--- src/rtl/mproc_pkg.sv ---
// Shared widths, reset PC and the fetch-buffer entry layout for the mproc core
// (fetch stage, decode/execute and the mproc_mem top).
package mproc_pkg;
    localparam int DW = 16;
    localparam int PCW = 16;
    localparam logic [15:0] RESET_PC = 16'h0000;

    typedef struct packed {
        logic [DW-1:0]  instr;
        logic [PCW-1:0] pc;
    } fetch_entry_t;
endpackage

--- src/rtl/fetch_buf.sv ---
// Two-entry synchronous FIFO holding fetched {instr, pc} pairs; head is always a
// register so the decoder never sees a combinational path from RAM data.
module fetch_buf
    import mproc_pkg::*;
#(
    parameter type entry_t = fetch_entry_t
) (
    input  logic       clk,
    input  logic       reset,
    input  logic       push,
    input  logic       pop,
    input  logic       flush,
    input  entry_t     din,
    output entry_t     head,
    output logic [1:0] occ
);
    entry_t tail;
    logic   do_pop;

    assign do_pop = pop & (occ != 2'd0);

    always_ff @(posedge clk or negedge reset) begin
        if (!reset) begin
            head <= '0;
            tail <= '0;
            occ  <= 2'd0;
        end else if (flush) begin
            occ <= 2'd0;
        end else begin
            case ({push, do_pop})
                2'b10: begin
                    if (occ == 2'd0) head <= din;
                    else             tail <= din;
                    occ <= occ + 2'd1;
                end
                2'b01: begin
                    head <= tail;
                    occ  <= occ - 2'd1;
                end
                2'b11: begin
                    // occupancy unchanged; new entry lands behind whatever remains
                    if (occ == 2'd1) begin
                        head <= din;
                    end else begin
                        head <= tail;
                        tail <= din;
                    end
                end
                default: ;
            endcase
        end
    end
endmodule

--- src/rtl/mproc_fetch.sv ---
// Instruction-fetch stage: owns the PC, issues one RAM read per cycle, tracks the
// single in-flight read and feeds a 2-entry buffer toward the decoder.
module mproc_fetch #(
    parameter int             DW       = mproc_pkg::DW,
    parameter int             PCW      = mproc_pkg::PCW,
    parameter logic [PCW-1:0] RESET_PC = PCW'(mproc_pkg::RESET_PC),
    parameter int             DEPTH    = 2
) (
    input  logic           clk,
    input  logic           reset,
    output logic [PCW-1:0] mem_addr,
    output logic           mem_rd,
    input  logic [DW-1:0]  mem_data,
    output logic [DW-1:0]  ins,
    output logic [PCW-1:0] ins_pc,
    output logic           ins_valid,
    input  logic           ins_ready,
    input  logic           redirect,
    input  logic [PCW-1:0] redirect_pc,
    input  logic           halt
);
    typedef struct packed {
        logic [DW-1:0]  instr;
        logic [PCW-1:0] pc;
    } entry_t;

    logic [PCW-1:0] pc;
    logic [PCW-1:0] inflight_pc;
    logic           inflight;
    logic [1:0]     occ;
    logic [2:0]     level;
    logic           pop;
    logic           issue;
    logic           push;
    entry_t         din;
    entry_t         head;

    assign ins_valid = (occ != 2'd0);
    assign ins       = head.instr;
    assign ins_pc    = head.pc;
    assign pop       = ins_valid & ins_ready;

    // Entries that will exist after this cycle's pop; a new read may only be
    // issued if its response is guaranteed a slot when it returns.
    assign level = 3'(occ) + 3'(inflight) - 3'(pop);
    assign issue = reset & !halt & !redirect & (level < 3'(DEPTH));

    assign mem_rd   = issue;
    assign mem_addr = pc;

    assign push = inflight & !redirect;
    assign din  = '{instr: mem_data, pc: inflight_pc};

    always_ff @(posedge clk or negedge reset) begin
        if (!reset) begin
            pc          <= RESET_PC;
            inflight    <= 1'b0;
            inflight_pc <= '0;
        end else begin
            inflight <= issue;
            if (issue) inflight_pc <= pc;
            if (redirect)   pc <= redirect_pc;
            else if (issue) pc <= pc + PCW'(1);
        end
    end

    fetch_buf #(.entry_t(entry_t)) u_buf (
        .clk   (clk),
        .reset (reset),
        .push  (push),
        .pop   (pop),
        .flush (redirect),
        .din   (din),
        .head  (head),
        .occ   (occ)
    );
endmodule

--- config.mk ---
export PLATFORM = sky130hd
export DESIGN_NAME = mproc_fetch
export DESIGN_NICKNAME = d
export VERILOG_FILES = /design/src/rtl/mproc_pkg.sv /design/src/rtl/fetch_buf.sv /design/src/rtl/mproc_fetch.sv
export SDC_FILE = /design/constraint.sdc
export NUM_CORES = 1
export LEC_CHECK = 0
export CAP_MARGIN = 40
export CORE_MARGIN = 2
export CORE_UTILIZATION = 56
export CTS_CLUSTER_SIZE = 30
export DETAILED_ROUTE_END_ITERATION = 8
export MAX_ROUTING_LAYER = met4
export PLACE_DENSITY = 0.82
export SETUP_SLACK_MARGIN = 0.2
export SLEW_MARGIN = 20
export SYNTH_ARGS = -nofsm -noshare
export SYNTH_HDL_FRONTEND = slang
export SYNTH_SLANG_ARGS = --single-unit
--- constraint.sdc ---
create_clock -name clk -period 5.21 [get_ports clk]
set_clock_uncertainty 0.2 [all_clocks]
set_input_delay 0.521 -clock clk [delete_from_list [all_inputs] [get_ports clk]]
set_output_delay 0.521 -clock clk [all_outputs]
set_load 0.005 [all_outputs]
Yosys cells after proc, flatten, opt, wreduce, memory -nomap -nowiden
Cells that the tools add are included.
{"block": "word_totals", "reg_bits": 99, "word_cells": 48, "input_bits": 37, "out_inout_bits": 50}
{"block": "classes", "muxes": 10, "add_sub_neg": 5, "reduce_logical": 10, "order_cmp": 1, "n_bitwise": 7, "eq_ne": 7}
{"cell": "2-to-1 mux 32 bit", "count": 4}
{"cell": "case mux 32 bit (3 select lines)", "count": 1}
{"cell": "case mux 32 bit (2 select lines)", "count": 1}
{"cell": "2-to-1 mux 16 bit", "count": 2}
{"cell": "adder 16 x 1 -> 16 bit, second input constant", "count": 1}
{"cell": "AND 1 bit", "count": 6}
{"cell": "nonzero test 2 bit", "count": 3}
{"cell": "nonzero test 3 bit", "count": 2}
{"cell": "== test 2 x 1 -> 1 bit, second input constant", "count": 2}
{"cell": "== test 2 bit, second input constant", "count": 2}
{"cell": "!= test 2 bit, second input constant", "count": 2}
{"cell": "case mux 2 bit (2 select lines)", "count": 1}
{"cell": "AND reduction 4 bit", "count": 1}
{"cell": "adder 2 x 1 -> 3 bit", "count": 1}
{"cell": "less-than comparator 3 x 2 -> 1 bit, second input constant", "count": 1}
{"cell": "AND reduction 3 bit", "count": 1}
{"cell": "subtractor 3 x 1 -> 3 bit", "count": 1}
{"cell": "adder 2 x 1 -> 2 bit, second input constant", "count": 1}
{"cell": "logical NOT 1 bit", "count": 2}
{"cell": "logical NOT 2 bit", "count": 1}
{"cell": "2-to-1 mux 2 bit", "count": 1}
{"cell": "!= test 2 x 1 -> 1 bit, second input constant", "count": 1}
{"cell": "subtractor 2 x 1 -> 2 bit, second input constant", "count": 1}
{"cell": "inverter 1 bit", "count": 1}

Longest topological paths before layout
Gate-level depths: netlist (run 1).
{"block": "logic_depth", "word_depth": 7, "depth_mapped": 15, "ltp_nobuf": 12}

Hierarchy
A second synthesis (run 1) with hierarchy kept.
{"block": "hier_totals", "cells_unflattened": 410, "area_unflattened_um2": 4670.7}
{"module": "fetch_buf", "instances": 1, "seq_area_each_um2": 1651.6, "area_per_inst_um2": 2979.1, "cells_each": 224}
{"module": "mproc_fetch", "instances": 1, "seq_area_each_um2": 825.8, "area_per_inst_um2": 1691.6, "cells_each": 186}

Worst setup path before layout (run 1)
OpenSTA, ideal clock, no wires.
{"block": "synth_timing", "path_type": "reg2out", "startpoint": "register u_buf.occ[1]", "endpoint": "output mem_rd", "arrival_ns": 2.745, "path_slack_ns": 1.744, "required_ns": 4.489, "path_stages_with_launch": 14, "path_buffers": 3, "cell_sequence": "dfrtp_1 > inv_1 > ha_1 > nand2b_1 > clkbuf_1 > inv_1 > ha_1 > nand2b_1 > fa_1 > and4bb_4 > nand2_2 > inv_1 > buf_2 > buf_2"}
{"block": "synth_via", "elab_chain_len": 5, "elab_cells_between_ends": 6, "classes_between": "2 x add/sub; 1 x order compare; 2 x bitwise; 1 x reduce/logical"}
{"item": "start: declaration", "line": "fetch_buf.sv:15", "text": "output logic [1:0] occ"}
{"item": "start signal: assignment", "line": "fetch_buf.sv:34", "text": "occ <= occ + 2'd1;"}
{"item": "start signal: assignment", "line": "fetch_buf.sv:38", "text": "occ <= occ - 2'd1;"}
{"item": "parallel branches: the longest is 2 deep, another holds adder 2 x 1 -> 3 bit"}
{"item": "subtractor 3 x 1 -> 3 bit (*)", "line": "mproc_fetch.sv:45", "text": "assign level = 3'(occ) + 3'(inflight) - 3'(pop);"}
{"item": "less-than comparator 3 x 2 -> 1 bit (*)", "line": "mproc_fetch.sv:46", "text": "assign issue = reset & !halt & !redirect & (level < 3'(DEPTH));"}
{"item": "AND 1 bit (*)", "line": "mproc_fetch.sv:46"}
{"item": "end: declaration", "line": "mproc_fetch.sv:12", "text": "output logic mem_rd,"}
Mark *: on every way between the ends.

Worst setup path after layout (run 1)
Ends and elaborated chain as after synthesis.

==> impl_metrics.json, run 1 <==
{
  "status": "completed",
  "netlist.area_leader.share_pct": 55.68,
  "powerDensity_nw_per_um2": 506.0,
  "avgSynthCellArea_sq_um": 11.10,
  "crit_buf_inv": 4,
  "ys_ff_latch": 99,
  "slowest_delay_ns": 0.52,
  "final_layout_size_suffix_gt1_share_pct": 12.70,
  "cts-buffers-inserted": 9,
  "start_util_pct": 57.58,
  "cts_resized": 0,
  "ant_nets": 0,
  "htree_num_levels": 3,
  "placed_area_sq_um": 5398,
  "clockRootBuffer": "clkbuf_8",
  "max_cap_violations": 0,
  "synth_area_leader_cell": "dfrtp_1",
  "wl_mm": 9.294,
  "endpoint_kind": "output pin",
  "min_period_ns": 4.448,
  "clk_pin_slew_ns": 0.09,
  "peakVddDrop_uv": 201.9,
  "synthFlopType": "dfrtp_1",
  "synth-simple-area-share_pct": 12.40,
  "drt_iter0_markers": 149,
  "max_freq_ghz": 0.2248,
  "syn_to_final_growth_pct": 27.50,
  "port_buffers": 86,
  "path_cells": "inv_1 > ha_1 > nand2b_1 > inv_1 > ha_1 > nand2b_1 > fa_1 > xnor2_1 > nand2_2 > inv_1 > clkdlybuf4s50_1",
  "die_w_microns": 93.14,
  "cts_tree": "yes",
  "wl_per_cell_microns": 15.75,
  "tns_ns": 0,
  "synth_xor_area_share_pct": 0.9843,
  "finalWeightedCongestion": 0.8697,
  "hold_path.class": "register to register",
  "synth.area.mux_share_pct": 16.00,
  "nets": 525,
  "critPathKind": "register to output pin",
  "yosysSeqAreaShare_pct": 55.68,
  "drt-vias-per-instance": 5.573,
  "crit_top_cell": "inv_1",
  "setup_viol": 0,
  "min_to": "inflight_pc[14]",
  "stdcell_count": 590,
  "rsz0062_at_grt": "no",
  "worst_path_max_delay_cell": "clkdlybuf4s50_1",
  "antenna_found_initial": 0,
  "synth_fa_ha_area_share_pct": 1.575,
  "ios": 87,
  "dieArea_sq_um": 8674,
  "clk_path_buf_depth": 2,
  "fin_crit_sh_pct": 85.38,
  "tightest_slew_ns": 0.7454,
  "firstDrtPassIters": 4,
  "total_power_uw": 2871,
  "slew_viol_final": 0,
  "route.met2.wl_mm": 4.430,
  "worst-path-max-fanout": 28,
  "dr_total_vias": 3288,
  "dpl.hpwl_mm": 6.171,
  "syn_area_sq_um": 4449,
  "synth_top_family_by_area": "multiplexers",
  "synth_top_cells_by_area": "dfrtp_1, mux2_2, mux2i_1",
  "crit_arrival_ns": 3.73,
  "grt_pass1_vias": 3345,
  "insertion_delay_ns": 0.35,
  "yosysMostFrequentCell": "dfrtp_1",
  "leakage_uw": 0.002707,
  "relSlewSlack_pct": 50.31,
  "diodes": 0,
  "grt.overflow.total": 0,
  "coreArea_sq_um": 7727,
  "die_y_microns": 93.14,
  "wl_met1_mm": 4.322,
  "final_cell_area_sq_um": 5673,
  "rr_startpoint": "u_buf.occ[1]",
  "rows": 32,
  "grt_use_total_pct": 23.39,
  "synthTopCellsByCount": "dfrtp_1, nand2_1, nor2_1",
  "drcViolationCount": 0,
  "grt_max_degree": 63,
  "synth_compound_area_share_pct": 9.871,
  "critPathLaunchType": "register",
  "yosysUniqueCellTypes": 40,
  "r2r_cells": 13,
  "dpl.cell_count": 572,
  "hold_path_depth": 2,
  "grt_pass1_wl_mm": 15.53,
  "fin_util_pct": 73.41,
  "syn_nets": 443,
  "synthArstFlopShare_pct": 100.0,
  "hold_violations": 0,
  "rr_endpoint": "mem_addr[8]",
  "cp_top_family": "buffers and inverters",
  "yosysWarnings": 0,
  "synth_cells": 401,
  "hold_start": "inflight_pc[14]",
  "synth_edf_count": 0,
  "regToRegSetupSlack_ns": 1.43,
  "routed-wl-met3_microns": 477,
  "clock-sinks": 99,
  "top_layer": "met4",
  "required_ns": 4.49,
  "startpoint": "u_buf.occ[1]"
}
worst register-to-register path, delay by kind of cell (launching register included):
kind,cells,cell delay [ns]
buffers and inverters,4,0.57
flip-flops,1,0.46
adder cells (fa/ha/maj),3,0.88
AND/OR/NAND/NOR,4,1.07
AO/OA/AOI/OAI,2,0.48
sequential cells by signal, indices dropped and copies added, names as in the netlist:
name / flops
mem_addr: 16
u_buf.occ: 2
inflight_pc: 16
inflight: 1
u_buf.tail: 32
u_buf.head: 32
metrics by stage:
step / worst slack (ns) / hold slack, ns
floorplan: 1.744 / 0.02541
global placement: 1.091 / 0.2851
detailed placement: 0.9956 / 0.2871
CTS: 0.7313 / 0.3074
global route: 0.4729 / 0.3328
finish: 0.7616 / 0.3020
worst max path at each step:
stage | endpoint | slack (ns) | cells past startpoint
floorplan | mem_rd | 1.74 | 13
global placement | mem_rd | 1.09 | 10
detailed placement | mem_rd | 1.0 | 10
CTS | mem_rd | 0.73 | 11
global route | mem_rd | 0.47 | 11
finish | mem_rd | 0.76 | 11
cells by family after synthesis:
group / after synthesis
AOI/OAI and AO/OA: 70
DFF: 99
and+or+nand+nor: 121
adders and majority gates: 5
buffers and inverters: 34
xor gates and xnor gates: 5
muxes: 67
placed cells by master, fill, tap and decap left out, drive strengths merged:
cell           count
clkbuf            10
nand2b             2
nor2              38
a21oi             36
a21o               2
mux2i             34
clkdlybuf4s50     85
o211a              1
xnor2              4
nand3              8
a22oi              3
nor3b              1
dfrtp             99
ha                 4
and4               2
nor3               2
bufinv             3
nor4bb             1
a211oi             1
nor4b              1
nand2             55
a221o              5
mux2              33
inv               11
clkinv             3
xor2               1
o311ai             3
and4bb             1
o211ai             4
nor2b              2
dlygate4sd3        1
a311o              2
fa                 1
a31o               1
nand4              7
o21bai             2
a211o              1
o21ai              9
and3               1
buf                8
metal layers:
metal,up-vias,GRT usage (%)
met1,1612,31.51
met2,109,37.38
met3,6,4.271
met5,-,-
met4,0,5.882
li1,1561,-
power by group:
part           switching, uW  internal [uW]  total, uW  leakage [uW]
clock network            258            333        591      0.000126
logic                    451            586       1040       0.00135
registers                194           1050       1240       0.00123
layout make-up:
class	instances	area, sq um
flip-flops and latches	99	2477
repair buffers	94	948.4
well taps	102	127.6
fillers	544	2054
clock inverters	6	112.6
inverters	11	41.29
multi-input cells	268	1828
clock buffers	10	137.6
repair_timing:
item | 4_1_cts | 5_1_grt
hold endpoints to repair | 37 | 0
setup buffers | 0 | 0
hold buffers | 1 | 0
setup endpoints to repair | 0 | 0
Note: power is estimated with default switching activity, not from simulation.
==> run 2, diff against run 1 <==
MAX_ROUTING_LAYER = unset   (was met4)
==> run 2 against run 1 <==
Via count up 0.40%; non-clock buffer count unchanged; critical endpoint unchanged; largest cell class unchanged; register-to-register slack barely moved; cell count did not move; die area unchanged; total power about the same; utilization unchanged; largest power group unchanged.
==> impl_metrics.json, run 2 (synthesis gave the netlist of run 1 again) <==
{
  "powerDensity_nw_per_um2": 505.9,
  "slew_viol_final": 0,
  "crit_top_cell": "inv_1",
  "wl_per_cell_microns": 15.72,
  "setup_slack_ns": 0.7632,
  "grt_pass1_vias": 3343,
  "clockRootBuffer": "clkbuf_8",
  "dpl.hpwl_mm": 6.171,
  "critPathLaunchType": "register",
  "wl_mm": 9.277,
  "cts_resized": 0,
  "cts-buffers-inserted": 9,
  "rows": 32,
  "firstDrtPassIters": 4,
  "final_cell_area_sq_um": 5673,
  "antenna_found_initial": 0,
  "insertion_delay_ns": 0.35,
  "tns_ns": 0,
  "die_y_microns": 93.14,
  "num-fill-cells": 544,
  "grt.overflow.total": 0,
  "port_buffers": 86,
  "grt_pass1_wl_mm": 15.54,
  "rsz0062_at_grt": "no",
  "diodes": 0,
  "max_cap_violations": 0,
  "hold_violations": 0,
  "endpoint_kind": "output pin",
  "relSlewSlack_pct": 50.25,
  "dieArea_sq_um": 8674,
  "critPathKind": "register to output pin",
  "status": "completed",
  "ios": 87,
  "clk_pin_slew_ns": 0.09,
  "tightest_slew_ns": 0.7462,
  "crit_arrival_ns": 3.73,
  "peakVddDrop_uv": 202.0,
  "htree_num_levels": 3,
  "worst_path_max_delay_cell": "clkdlybuf4s50_1",
  "placed_area_sq_um": 5398,
  "path_cells": "inv_1 > ha_1 > nand2b_1 > inv_1 > ha_1 > nand2b_1 > fa_1 > xnor2_1 > nand2_2 > inv_1 > clkdlybuf4s50_1",
  "dp_worst_setup_slack_ns": 0.9956,
  "slowest_delay_ns": 0.52,
  "fin_crit_sh_pct": 85.35,
  "syn_to_final_growth_pct": 27.50,
  "drt-vias-per-instance": 5.595,
  "grt_use_total_pct": 22.75,
  "layout_commonest_cell": "dfrtp_1",
  "final_layout_size_suffix_gt1_share_pct": 12.70,
  "start_util_pct": 57.58,
  "grt_max_degree": 63,
  "ctsHoldBuffers": 1,
  "drcViolationCount": 0,
  "total_power_uw": 2870,
  "setup_viol": 0,
  "drt_iter0_markers": 147,
  "post-cts-setup-buffers": 0,
  "die_w_microns": 93.14,
  "hold_path.class": "register to register",
  "top_regs": "u_buf.head x32, u_buf.tail x32",
  "required_ns": 4.49,
  "worst-path-max-fanout": 28,
  "coreArea_sq_um": 7727,
  "cts_tree": "yes",
  "leakage_uw": 0.002707,
  "layout_common_cells": "dfrtp_1, clkdlybuf4s50_1, nand2_1",
  "clock-sinks": 99,
  "finalWeightedCongestion": 0.8560,
  "ant_nets": 0,
  "dr_total_vias": 3301,
  "clk_path_buf_depth": 2,
  "max_freq_ghz": 0.2249,
  "min_period_ns": 4.447,
  "nets": 525
}
[run 2: cell counts in the layout (fill, tap and decap cells not counted)]
No cell type changed its count.
[run 2: metal layers]
layer  wire length [microns]  GRT usage (%)
met5                       0              0
met4                      74          5.882
met3                     525          4.593
met2                    4458          37.38
met1                    4218          31.29
[run 2: stage by stage]
stage               util, %  std cells  hold WS [ns]
floorplan                 -        401       0.02541
global placement      69.49        571        0.2851
detailed placement    69.85        572        0.2871
CTS                   73.22        589        0.3074
global route          73.41        590        0.3328
finish                73.41        590        0.3019
[run 2: where the power goes]
part           internal (uW)  leakage (uW)  switching (uW)  total (uW)
clock                    333      0.000126             259         592
combinational            586       0.00135             449        1040
sequential              1050       0.00123             194        1240
total                   1970       0.00271             902        2870
[run 2: area by class of cell]
type / count / area, sq um / share of cell area, %
clock buffer: 10 / 137.6 / 2.426
tap: 102 / 127.6 / 2.250
sequential: 99 / 2477 / 43.67
inverter: 11 / 41.29 / 0.7278
timing repair buffer: 94 / 948.4 / 16.72
clock inverter: 6 / 112.6 / 1.985
multi-input combinational: 268 / 1828 / 32.22
[run 2: worst paths after layout]
kind                                 start               to  slack (ns)  cells after the start
max                           u_buf.occ[1]           mem_rd        0.76                     11
min reg2reg                inflight_pc[14]  inflight_pc[14]        0.30                      2
min                        inflight_pc[14]  inflight_pc[14]        0.30                      2
max in group asynchronous            reset  inflight_pc[11]        3.22                      3
min in group asynchronous            reset   u_buf.tail[29]        0.46                      2
max reg2reg                   u_buf.occ[1]      mem_addr[8]        1.44                     13
[run 2: worst max-delay path: cells and delay by family (launching register included)]
family,cells,cell delay (ns)
xor+xnor,1,0.29
fa+ha+maj,3,0.88
buf+inv,4,0.91
flops,1,0.46
simple gates,3,0.82
